--- src/rtl/tiny_cpu_mem_port.sv ---
// Bus initiator for the tiny CPU core: one load/store at a time over a
// multiplexed address/data cycle on the TinyTapeout uio pins.
module tiny_cpu_mem_port #(
  parameter int unsigned WAIT_CYCLES = 1
) (
  input  logic       clk,
  input  logic       rst_n,
  input  logic       req_valid,
  output logic       req_ready,
  input  logic       req_we,
  input  logic [7:0] req_addr,
  input  logic [7:0] req_wdata,
  output logic       rsp_valid,
  output logic [7:0] rsp_rdata,
  output logic       busy,
  output logic [7:0] bus_out,
  output logic [7:0] bus_oe,
  input  logic [7:0] bus_in,
  output logic       bus_ale,
  output logic       bus_wr,
  output logic       bus_rd
);

  localparam logic [2:0] WAIT_LD = 3'(WAIT_CYCLES);

  typedef enum logic [2:0] {
    S_IDLE, S_ADDR, S_WDATA, S_TURN, S_RDATA, S_DONE
  } state_e;

  state_e     state_q, state_d;
  logic [2:0] cnt_q, cnt_d;
  logic       we_q, we_d;
  logic [7:0] addr_q, addr_d;
  logic [7:0] wdata_q, wdata_d;
  logic [7:0] rdata_q, rdata_d;

  // NOTE: sequential state uses non-blocking assignments so every register
  // samples the pre-edge values; all registers (including the request
  // latches) are reset so outputs are defined from the first cycle.
  always_ff @(posedge clk or negedge rst_n) begin
    if (!rst_n) begin
      state_q <= S_IDLE;
      cnt_q   <= '0;
      we_q    <= 1'b0;
      addr_q  <= '0;
      wdata_q <= '0;
      rdata_q <= '0;
    end else begin
      state_q <= state_d;
      cnt_q   <= cnt_d;
      we_q    <= we_d;
      addr_q  <= addr_d;
      wdata_q <= wdata_d;
      rdata_q <= rdata_d;
    end
  end

  // NOTE: every signal written here gets a default first, so no path can
  // leave one unassigned and infer a latch.
  always_comb begin
    state_d   = state_q;
    cnt_d     = cnt_q;
    we_d      = we_q;
    addr_d    = addr_q;
    wdata_d   = wdata_q;
    rdata_d   = rdata_q;
    req_ready = 1'b0;
    rsp_valid = 1'b0;
    bus_out   = 8'h00;
    bus_oe    = 8'h00;
    bus_ale   = 1'b0;
    bus_wr    = 1'b0;
    bus_rd    = 1'b0;

    unique case (state_q)
      S_IDLE: begin
        req_ready = 1'b1;
        if (req_valid) begin
          we_d    = req_we;
          addr_d  = req_addr;
          wdata_d = req_wdata;
          state_d = S_ADDR;
        end
      end
      S_ADDR: begin
        bus_out = addr_q;
        bus_oe  = 8'hFF;
        bus_ale = 1'b1;
        if (we_q) begin
          cnt_d   = WAIT_LD;
          state_d = S_WDATA;
        end else begin
          state_d = S_TURN;
        end
      end
      S_WDATA: begin
        bus_out = wdata_q;
        bus_oe  = 8'hFF;
        bus_wr  = 1'b1;
        if (cnt_q == 3'd0) state_d = S_DONE;
        else               cnt_d   = cnt_q - 3'd1;
      end
      S_TURN: begin
        // Neither side drives the pins for one cycle before the target replies.
        cnt_d   = WAIT_LD;
        state_d = S_RDATA;
      end
      S_RDATA: begin
        bus_rd = 1'b1;
        if (cnt_q == 3'd0) begin
          rdata_d = bus_in;
          state_d = S_DONE;
        end else begin
          cnt_d = cnt_q - 3'd1;
        end
      end
      S_DONE: begin
        rsp_valid = 1'b1;
        state_d   = S_IDLE;
      end
      default: state_d = S_IDLE;
    endcase
  end

  assign busy      = (state_q != S_IDLE);
  assign rsp_rdata = rdata_q;

endmodule

--- config.mk ---
export PLATFORM = sky130hd
export DESIGN_NAME = tiny_cpu_mem_port
export DESIGN_NICKNAME = d
export VERILOG_FILES = /design/src/rtl/tiny_cpu_mem_port.sv
export SDC_FILE = /design/constraint.sdc
export NUM_CORES = 1
export LEC_CHECK = 0
export CAP_MARGIN = 20
export CORE_MARGIN = 10
export CORE_UTILIZATION = 39
export DETAILED_ROUTE_END_ITERATION = 6
export PLACE_DENSITY_LB_ADDON = 0.08
export SETUP_SLACK_MARGIN = 0.05
export SLEW_MARGIN = 20
export SYNTH_ARGS = -nofsm -noshare
export SYNTH_HDL_FRONTEND = slang
export SYNTH_SLANG_ARGS = --single-unit
--- constraint.sdc ---
create_clock -name clk -period 1.7 [get_ports clk]
set_input_delay 0.34 -clock clk [delete_from_list [all_inputs] [get_ports clk]]
set_output_delay 0.34 -clock clk [all_outputs]
set_load 0.02 [all_outputs]
==> impl_metrics.toml, run 1 <==
[sta]
slew_headroom_pct = 73.8
rsz0062_at_grt = "yes"
finalSetupViolCount = 18
postLayoutSetupSlackWorst_ns = -0.0754
report.final.slew_viol_count = 0
hold_violations = 0
worst_pin_slew_ns = 0.391
finalClockSkew_ns = 0.00208
clock.fmax_ghz = 0.563
fin_crit_sh_pct = 104
min_period_ns = 1.78
fin_setup_tns_ns = -1.10

[finish]
final_cells = 237
area.growth.synth_to_final_pct = 67.3
layout_common_cells = "clkdlybuf4s50_1 (34), dfrtp_1 (30), mux2_4 (24)"
final_common_cell = "clkdlybuf4s50_1"
drive_above_1_share_pct = 49.2
nNetsFinal = 218
diodes = 0

[worst_setup_path]
path_max_fanout = 9
worstReg2RegEnd = "wdata_q[3]"
slowest_stage = "dfrtp_2"
start_kind = "flop"
r2r_start = "state_q[0]"
cp.arrival_ns = 1.44
ff2ff_setup_slack_ns = 0
crit_top_cell = "buf_6"
crit_start = "state_q[1]"
endpoint = "bus_out[0]"
worst-setup-path-type = "reg -> out"
worstSetupEndpointType = "primary output"
crit_chain = "buf_4, nand2b_4, nor2_2, buf_6, a22o_1, buf_6"
crit_required_ns = 1.36
crit_path_max_incr_delay_ns = 0.44
rr_worst_depth = 5

[routing]
wl_met2_um = 2010
highest_layer = "met4"
drtIter0Drc = 70
drt-pass1-iter-count = 4
drtAntennaViolNets = 0
wl_met1_um = 1600
routed_wl_um = 3990
drc = 0
routed-via-count = 1152
avgViaCountPerCell = 4.86
wl_per_cell_um = 16.8
wl_met3_um = 339

[cts]
max-clock-path-buffers = 2
clkLatencyLatePin_ns = 0.28
root_buffer = "clkbuf_8"
cts_made_buffers = 5
ctsHtreeMaxLevel = 2
cts_tree = "built"
clock-sinks = 31
postCtsHoldBufs = 0
clkTransAtPathRegs_ns = 0.06

[floorplanning]
die-area_mm2 = 0.00663
core-area_mm2 = 0.00366
initial_core_util_pct = 40.2
die_w_um = 81.4
die_h_um = 81.4
rows = 22
num_io_pins = 58

[global_route]
grt_pass1_vias = 1206
grt_first_pass_wirelength_um = 5840
grt-ovfl-total = 0
antenna_found_initial = 0
grt_max_degree = 32
track_usage_pct = 11.5

[placed_design]
dp_hpwl_um = 2760
gp_congestion = 0.815
port_buffers = 57
dp.cells = 224

[yosys]
syn-cell-area_mm2 = 0.00147
yosys_warnings = 0
netlist_instances = 113
syn_area_per_cell_um2 = 13.0
synth_edf_count = 0
ys_types = 28
async_flop_share_pct = 100
syn_nets = 143
ys_ff_latch = 31
seq_area_frac_synth_pct = 52.7
synth_ff_type = "dfrtp_1"

[pwr]
p_leak_uw = 0.00114
powerDensity_mw_per_mm2 = 2050
ir_drop_mv = 0.947

[status]
status = "finished, violations left"
violations = "setup timing"

[worst_hold_path]
hp-class = "in -> async"

[job]
maxCapViolCount = 0
where the power goes:
group          switching [uW]  total, uW  internal [uW]  leakage, uW
Clock                     255        541            286    0.0000422
Combinational            1420       3180           1760     0.000721
Sequential                222       1320           1100     0.000373
kinds of logic after synthesis:
logic type,after synthesis,synth area share [%]
DFF,31,52.7
muxes,26,19.8
AOI/OAI and AO/OA,18,9.10
and+or+nand+nor,18,8.76
buffers and inverters,17,7.31
adders and majority gates,2,1.70
xor gates and xnor gates,1,0.595
critical path, delay by kind of cell (launching register included):
kind            cells  cell delay (ns)
buf+inv             3             0.42
compound gates      1             0.20
flops               1             0.44
simple gates        2             0.10
layout make-up:
class | instances | area [um2]
clock buffers | 7 | 76.3
clock inverters | 1 | 5.00
fillers | 291 | 1200
inverters | 5 | 18.8
multi-input cells | 65 | 737
flip-flops and latches | 31 | 777
well taps | 48 | 60.1
repair buffers | 80 | 788
registers in the layout, summed over array words and instances, names as in the netlist:
| name | cells |
|---|---|
| addr_q | 8 |
| rsp_rdata | 8 |
| wdata_q | 8 |
| cnt_q | 3 |
| state_q | 3 |
| we_q | 1 |
metal layers:
layer	track usage [%]	vias up
met5	0	-
met4	4.15	0
met3	6.00	5
met2	18.2	37
met1	13.0	568
li1	-	542
cells in the mapped netlist (2+ instances only):
master	instances	area, um2
dfrtp_1	31	776
mux2_2	25	282
buf_4	9	67.6
a22o_1	8	70.1
inv_1	5	18.8
nand2_1	4	15.0
o22ai_1	4	25.0
nor2_1	3	11.3
and2_1	2	12.5
buf_2	2	10.0
ha_1	2	25.0
o21ai_0	2	10.0
what timing repair did:
action                                  in CTS  in global routing
cloned                                       0                  1
endpoints found under the setup margin      30                 44
pin swaps                                    0                  3
buffers inserted                             0                  4
endpoints found under the hold margin        0                  0
gates resized for setup                    115                 54
how the worst min path moves through the flow:
stage | from | endpoint | slack, ns
finish | rst_n | rsp_rdata[1] | 0.46
global route | rst_n | rsp_rdata[1] | 0.49
CTS | rst_n | rsp_rdata[5] | 0.47
detailed placement | wdata_q[2] | wdata_q[2] | 0.50
global placement | rsp_rdata[1] | rsp_rdata[1] | 0.49
floorplan | rst_n | addr_q[0] | 0.04
metrics by stage:
step	hold WS [ns]	util, %	cell area (um2)	power [uW]	setup slack, ns
finish	0.457	67.3	2460	5040	-0.0754
global route	0.491	67.3	2460	5390	-0.157
CTS	0.468	61.3	2250	4580	-0.0884
detailed placement	0.498	59.7	2180	4060	-0.238
global placement	0.491	59.7	2180	4000	-0.212
floorplan	0.0444	-	1520	3040	-0.122
(Power assumes the default switching activity.)
==> run 2, diff against run 1 <==
--- a/config.mk
+++ b/config.mk
@@ -6,7 +6,6 @@
 export NUM_CORES = 1
 export LEC_CHECK = 0
 export CAP_MARGIN = 20
-export CORE_MARGIN = 10
 export CORE_UTILIZATION = 39
 export DETAILED_ROUTE_END_ITERATION = 6
 export PLACE_DENSITY_LB_ADDON = 0.08
==> impl_metrics.toml, run 2 (synthesis gave the netlist of run 1 again) <==
[status]
status = "finished, violations left"
violations = "setup timing"

[sta]
finalSetupViolCount = 17
finalClockSkew_ns = 0.00615
min_period_ns = 1.78
fin_crit_sh_pct = 105
hold_violations = 0
fin_hold_ws_ns = 0.445
report.final.slew_viol_count = 0
postLayoutSetupSlackWorst_ns = -0.0791
clock.fmax_ghz = 0.562
rsz0062_at_grt = "yes"
worst_pin_slew_ns = 0.397
slew_headroom_pct = 73.5

[worst_setup_path]
ff2ff_setup_slack_ns = 0.07
cp.arrival_ns = 1.44
path_delay_family = "buffers and inverters"
crit_chain = "nor3b_4, buf_12, inv_2, o21ai_4, buf_2"
start_kind = "flop"
worstSetupEndpointType = "primary output"
slowest_stage = "dfrtp_1"
rr_worst_depth = 4
path_max_fanout = 10
r2r_start = "state_q[1]"
crit_buf_inv = 3
worst-setup-path-type = "reg -> out"
crit_path_max_incr_delay_ns = 0.41
worstReg2RegEnd = "addr_q[7]"
crit_required_ns = 1.36

[finish]
nNetsFinal = 212
diodes = 0
final_common_cell = "clkdlybuf4s50_1"
layout_common_cells = "clkdlybuf4s50_1 (35), dfrtp_1 (31), buf_4 (26)"
fin_area_mm2 = 0.00222
fin_util_pct = 64.1
area.growth.synth_to_final_pct = 51.0
final_cells = 228
drive_above_1_share_pct = 45.1

[routing]
routed_wl_um = 3180
routed-via-count = 1093
drc = 0
wl_per_cell_um = 13.9
drt-pass1-iter-count = 4
avgViaCountPerCell = 4.79
drtIter0Drc = 20
drtAntennaViolNets = 0

[global_route]
use_met1_pct = 21.7
busiest_layer = "met2"
grt_max_degree = 32
gr-usage-met2_pct = 28.6
grt_pass1_vias = 1126
grt-ovfl-total = 0
met3_usage_pct = 5.62
grt_first_pass_wirelength_um = 5340
antenna_found_initial = 0
track_usage_pct = 17.6

[floorplanning]
die_h_um = 63.4
num_io_pins = 58
initial_core_util_pct = 42.4
die_w_um = 63.4
die-area_mm2 = 0.00402
rows = 21
core-area_mm2 = 0.00347

[placed_design]
post-place-ws_ns = -0.237
port_buffers = 57
place_area_mm2 = 0.00216
dp_hpwl_um = 2270
dp.cells = 219
gp_congestion = 0.779

[pwr]
p_leak_uw = 0.00100
powerDensity_mw_per_mm2 = 2000
ir_drop_mv = 1.04

[cts]
cts_made_buffers = 5
ctsHtreeMaxLevel = 2
clock-sinks = 31
clkTransAtPathRegs_ns = 0.06
root_buffer = "clkbuf_8"
cts_tree = "built"
max-clock-path-buffers = 2
clkLatencyLatePin_ns = 0.28

[worst_hold_path]
hp-class = "in -> async"

[job]
maxCapViolCount = 0
==> run 2: changes by cell type in the layout (fill, tap and decap cells not counted), sizes merged <==
| cell | previous run | this run |
|---|---|---|
| clkdlybuf4s15 | 0 | 1 |
| clkbuf | 7 | 6 |
| dlymetal6s2s | 1 | 0 |
| buf | 45 | 38 |
| clkdlybuf4s50 | 34 | 35 |
==> run 2: metal layers <==
| layer | vias to the layer above | wire, um |
|---|---|---|
| met5 | - | 0 |
| met2 | 36 | 1550 |
| met1 | 518 | 1390 |
| li1 | 533 | - |
| met3 | 6 | 195 |
| met4 | 0 | 44 |
==> run 2: power by group <==
group          switching (uW)  total (uW)  internal, uW
sequential                199        1300          1100
clock                     265         582           317
combinational            1260        2580          1320
==> run 2: how the worst max path moves through the flow <==
stage | from | endpoint | slack, ns | cells past startpoint
2_1_floorplan | state_q[2] | bus_oe[1] | -0.12 | 5
3_3_place_gp | state_q[0] | bus_oe[0] | -0.20 | 5
3_5_place_dp | state_q[2] | bus_oe[5] | -0.24 | 4
4_1_cts | state_q[2] | bus_oe[5] | -0.1 | 5
5_1_grt | state_q[2] | bus_out[3] | -0.17 | 5
6_report | state_q[2] | bus_oe[5] | -0.08 | 5
==> run 2: metrics by stage <==
| stage | TNS [ns] | power, uW |
|---|---|---|
| 2_1_floorplan | -1.64 | 3040 |
| 5_1_grt | -2.54 | 4740 |
| 3_3_place_gp | -4.66 | 3940 |
| 6_report | -0.980 | 4450 |
| 3_5_place_dp | -5.19 | 3990 |
| 4_1_cts | -1.51 | 4440 |
==> run 2: area by class of cell <==
| type | instances | area [um2] |
|---|---|---|
| fillers | 296 | 1250 |
| flip-flops and latches | 31 | 776 |
| repair buffers | 74 | 666 |
| multi-input cells | 65 | 617 |
| clock buffers | 6 | 82.6 |
| well taps | 46 | 57.6 |
| inverters | 5 | 18.8 |
| clock inverters | 1 | 5.00 |
==> run 2: timing repair <==
action	CTS	global route
setup endpoints to repair	30	42
pin swaps	1	1
gates resized for setup	100	10
hold buffers	0	0
setup buffers	1	1
==> run 3, diff against run 2 <==
--- a/config.mk
+++ b/config.mk
@@ -6,6 +6,7 @@
 export NUM_CORES = 1
 export LEC_CHECK = 0
 export CAP_MARGIN = 20
+export CORE_MARGIN = 3
 export CORE_UTILIZATION = 39
 export DETAILED_ROUTE_END_ITERATION = 6
 export PLACE_DENSITY_LB_ADDON = 0.08
==> impl_metrics.toml, run 3 (synthesis gave the netlist of run 1 again) <==
[status]
status = "finished, violations left"
violations = "setup timing"

[worst_setup_path]
path_max_fanout = 10
worstSetupEndpointType = "primary output"
worst-setup-path-type = "reg -> out"
cp.arrival_ns = 1.44
start_kind = "flop"
crit_required_ns = 1.36

[pwr]
p_leak_uw = 0.00102
power_uw = 4660
power_frac_clock_pct = 13.4
combPwrFrac_pct = 58.7
switching_share_pct = 38.4
p_sw_uw = 1790
p_seq_share_pct = 27.9
powerDensity_mw_per_mm2 = 2040
intPower_uw = 2870
ir_drop_mv = 0.811

[placed_design]
dp.cells = 218
port_buffers = 57
gp_congestion = 0.839
dp_hpwl_um = 2420

[floorplanning]
die_w_um = 67.4
core-area_mm2 = 0.00349
rows = 21
die-area_mm2 = 0.00455
die_h_um = 67.4
initial_core_util_pct = 42.1
num_io_pins = 58

[global_route]
track_usage_pct = 16.4
grt_pass1_vias = 1199
antenna_found_initial = 0
grt-ovfl-total = 0
grt_first_pass_wirelength_um = 5360
grt_max_degree = 32

[sta]
fin_hold_ws_ns = 0.445
worst_pin_slew_ns = 0.391
fin_crit_sh_pct = 105
finalClockSkew_ns = 0.00395
fin_setup_tns_ns = -1.20
finalSetupViolCount = 26
postLayoutSetupSlackWorst_ns = -0.0771
hold_violations = 0
slew_headroom_pct = 74.0
clock.fmax_ghz = 0.563
report.final.slew_viol_count = 0
rsz0062_at_grt = "yes"
min_period_ns = 1.78

[routing]
avgViaCountPerCell = 4.96
wl_met1_um = 1320
wl_per_cell_um = 14.8
drtAntennaViolNets = 0
drtIter0Drc = 46
highest_layer = "met4"
wl_met3_um = 252
routed_wl_um = 3430
drt-pass1-iter-count = 4
wl_met2_um = 1810
drc = 0
routed-via-count = 1145

[finish]
nNetsFinal = 214
area.growth.synth_to_final_pct = 55.3
drive_above_1_share_pct = 46.5
final_cells = 231
layout_common_cells = "clkdlybuf4s50_1 (35), dfrtp_1 (30), mux2_2 (25)"
final_common_cell = "clkdlybuf4s50_1"
diodes = 0

[cts]
clkLatencyLatePin_ns = 0.28
ctsHtreeMaxLevel = 2
clkTransAtPathRegs_ns = 0.06
root_buffer = "clkbuf_8"
cts_made_buffers = 5
postCtsHoldBufs = 0
max-clock-path-buffers = 2
clock-sinks = 31
cts_tree = "built"

[worst_hold_path]
hp-class = "in -> async"

[job]
maxCapViolCount = 0
## run 3: cell count changes in the layout (fill, tap and decap cells not counted), sizes merged
cell,change
buf,+3
clkbuf,+2
clkinv,-1
clkdlybuf4s15,-1
## run 3: per-stage QoR
step	instance area, um2	utilization (%)	worst slack [ns]
finish	2280	65.4	-0.0771
global route	2280	65.4	-0.176
CTS	2190	62.8	-0.0824
detailed placement	2140	61.2	-0.246
global placement	2140	61.2	-0.202
floorplan	1520	-	-0.122
## run 3: cell type report
class	instances	area [um2]
Fill cell	304	1210
Sequential cell	31	777
Timing Repair Buffer	76	692
Multi-Input combinational cell	65	639
Clock buffer	8	100
Tap cell	46	57.6
Inverter	5	18.8
## run 3: metal layers
layer | global-route usage [%] | up-vias
li1 | - | 539
met1 | 18.9 | 562
met2 | 27.5 | 40
met3 | 6.16 | 4
met4 | 6.84 | 0
met5 | 0 | -
## run 3: final timing paths
path,to,slack [ns],cells after the start,startpoint
max,bus_oe[6],-0.08,5,state_q[2]
min,wdata_q[2],0.44,2,rst_n
max reg2reg,addr_q[5],-0.03,4,state_q[2]
min reg2reg,rsp_rdata[3],0.51,1,rsp_rdata[3]
max in group asynchronous,state_q[1],0.94,2,rst_n
min in group clk,rsp_rdata[3],0.51,1,rsp_rdata[3]
## run 3: power by group through the flow
stage               combinational [uW]  sequential, uW  clock (uW)
floorplan                         1670            1380           0
global placement                  2610            1290           0
detailed placement                2670            1310           0
CTS                               2530            1300         648
global route                      2950            1350         688
finish                            2730            1300         623
## run 3: timing repair
item,4_1_cts,5_1_grt
resized for setup,102,23
endpoints found under the setup margin,40,50
cloned,0,2
buffers inserted,2,1
pin swaps,0,1
## run 3: critical path, cell delays in order (launching register included)
cell	delay (ns)
dfrtp_1	0.42
nor3b_4	0.25
buf_12	0.16
inv_2	0.05
o21ai_4	0.08
buf_2	0.20
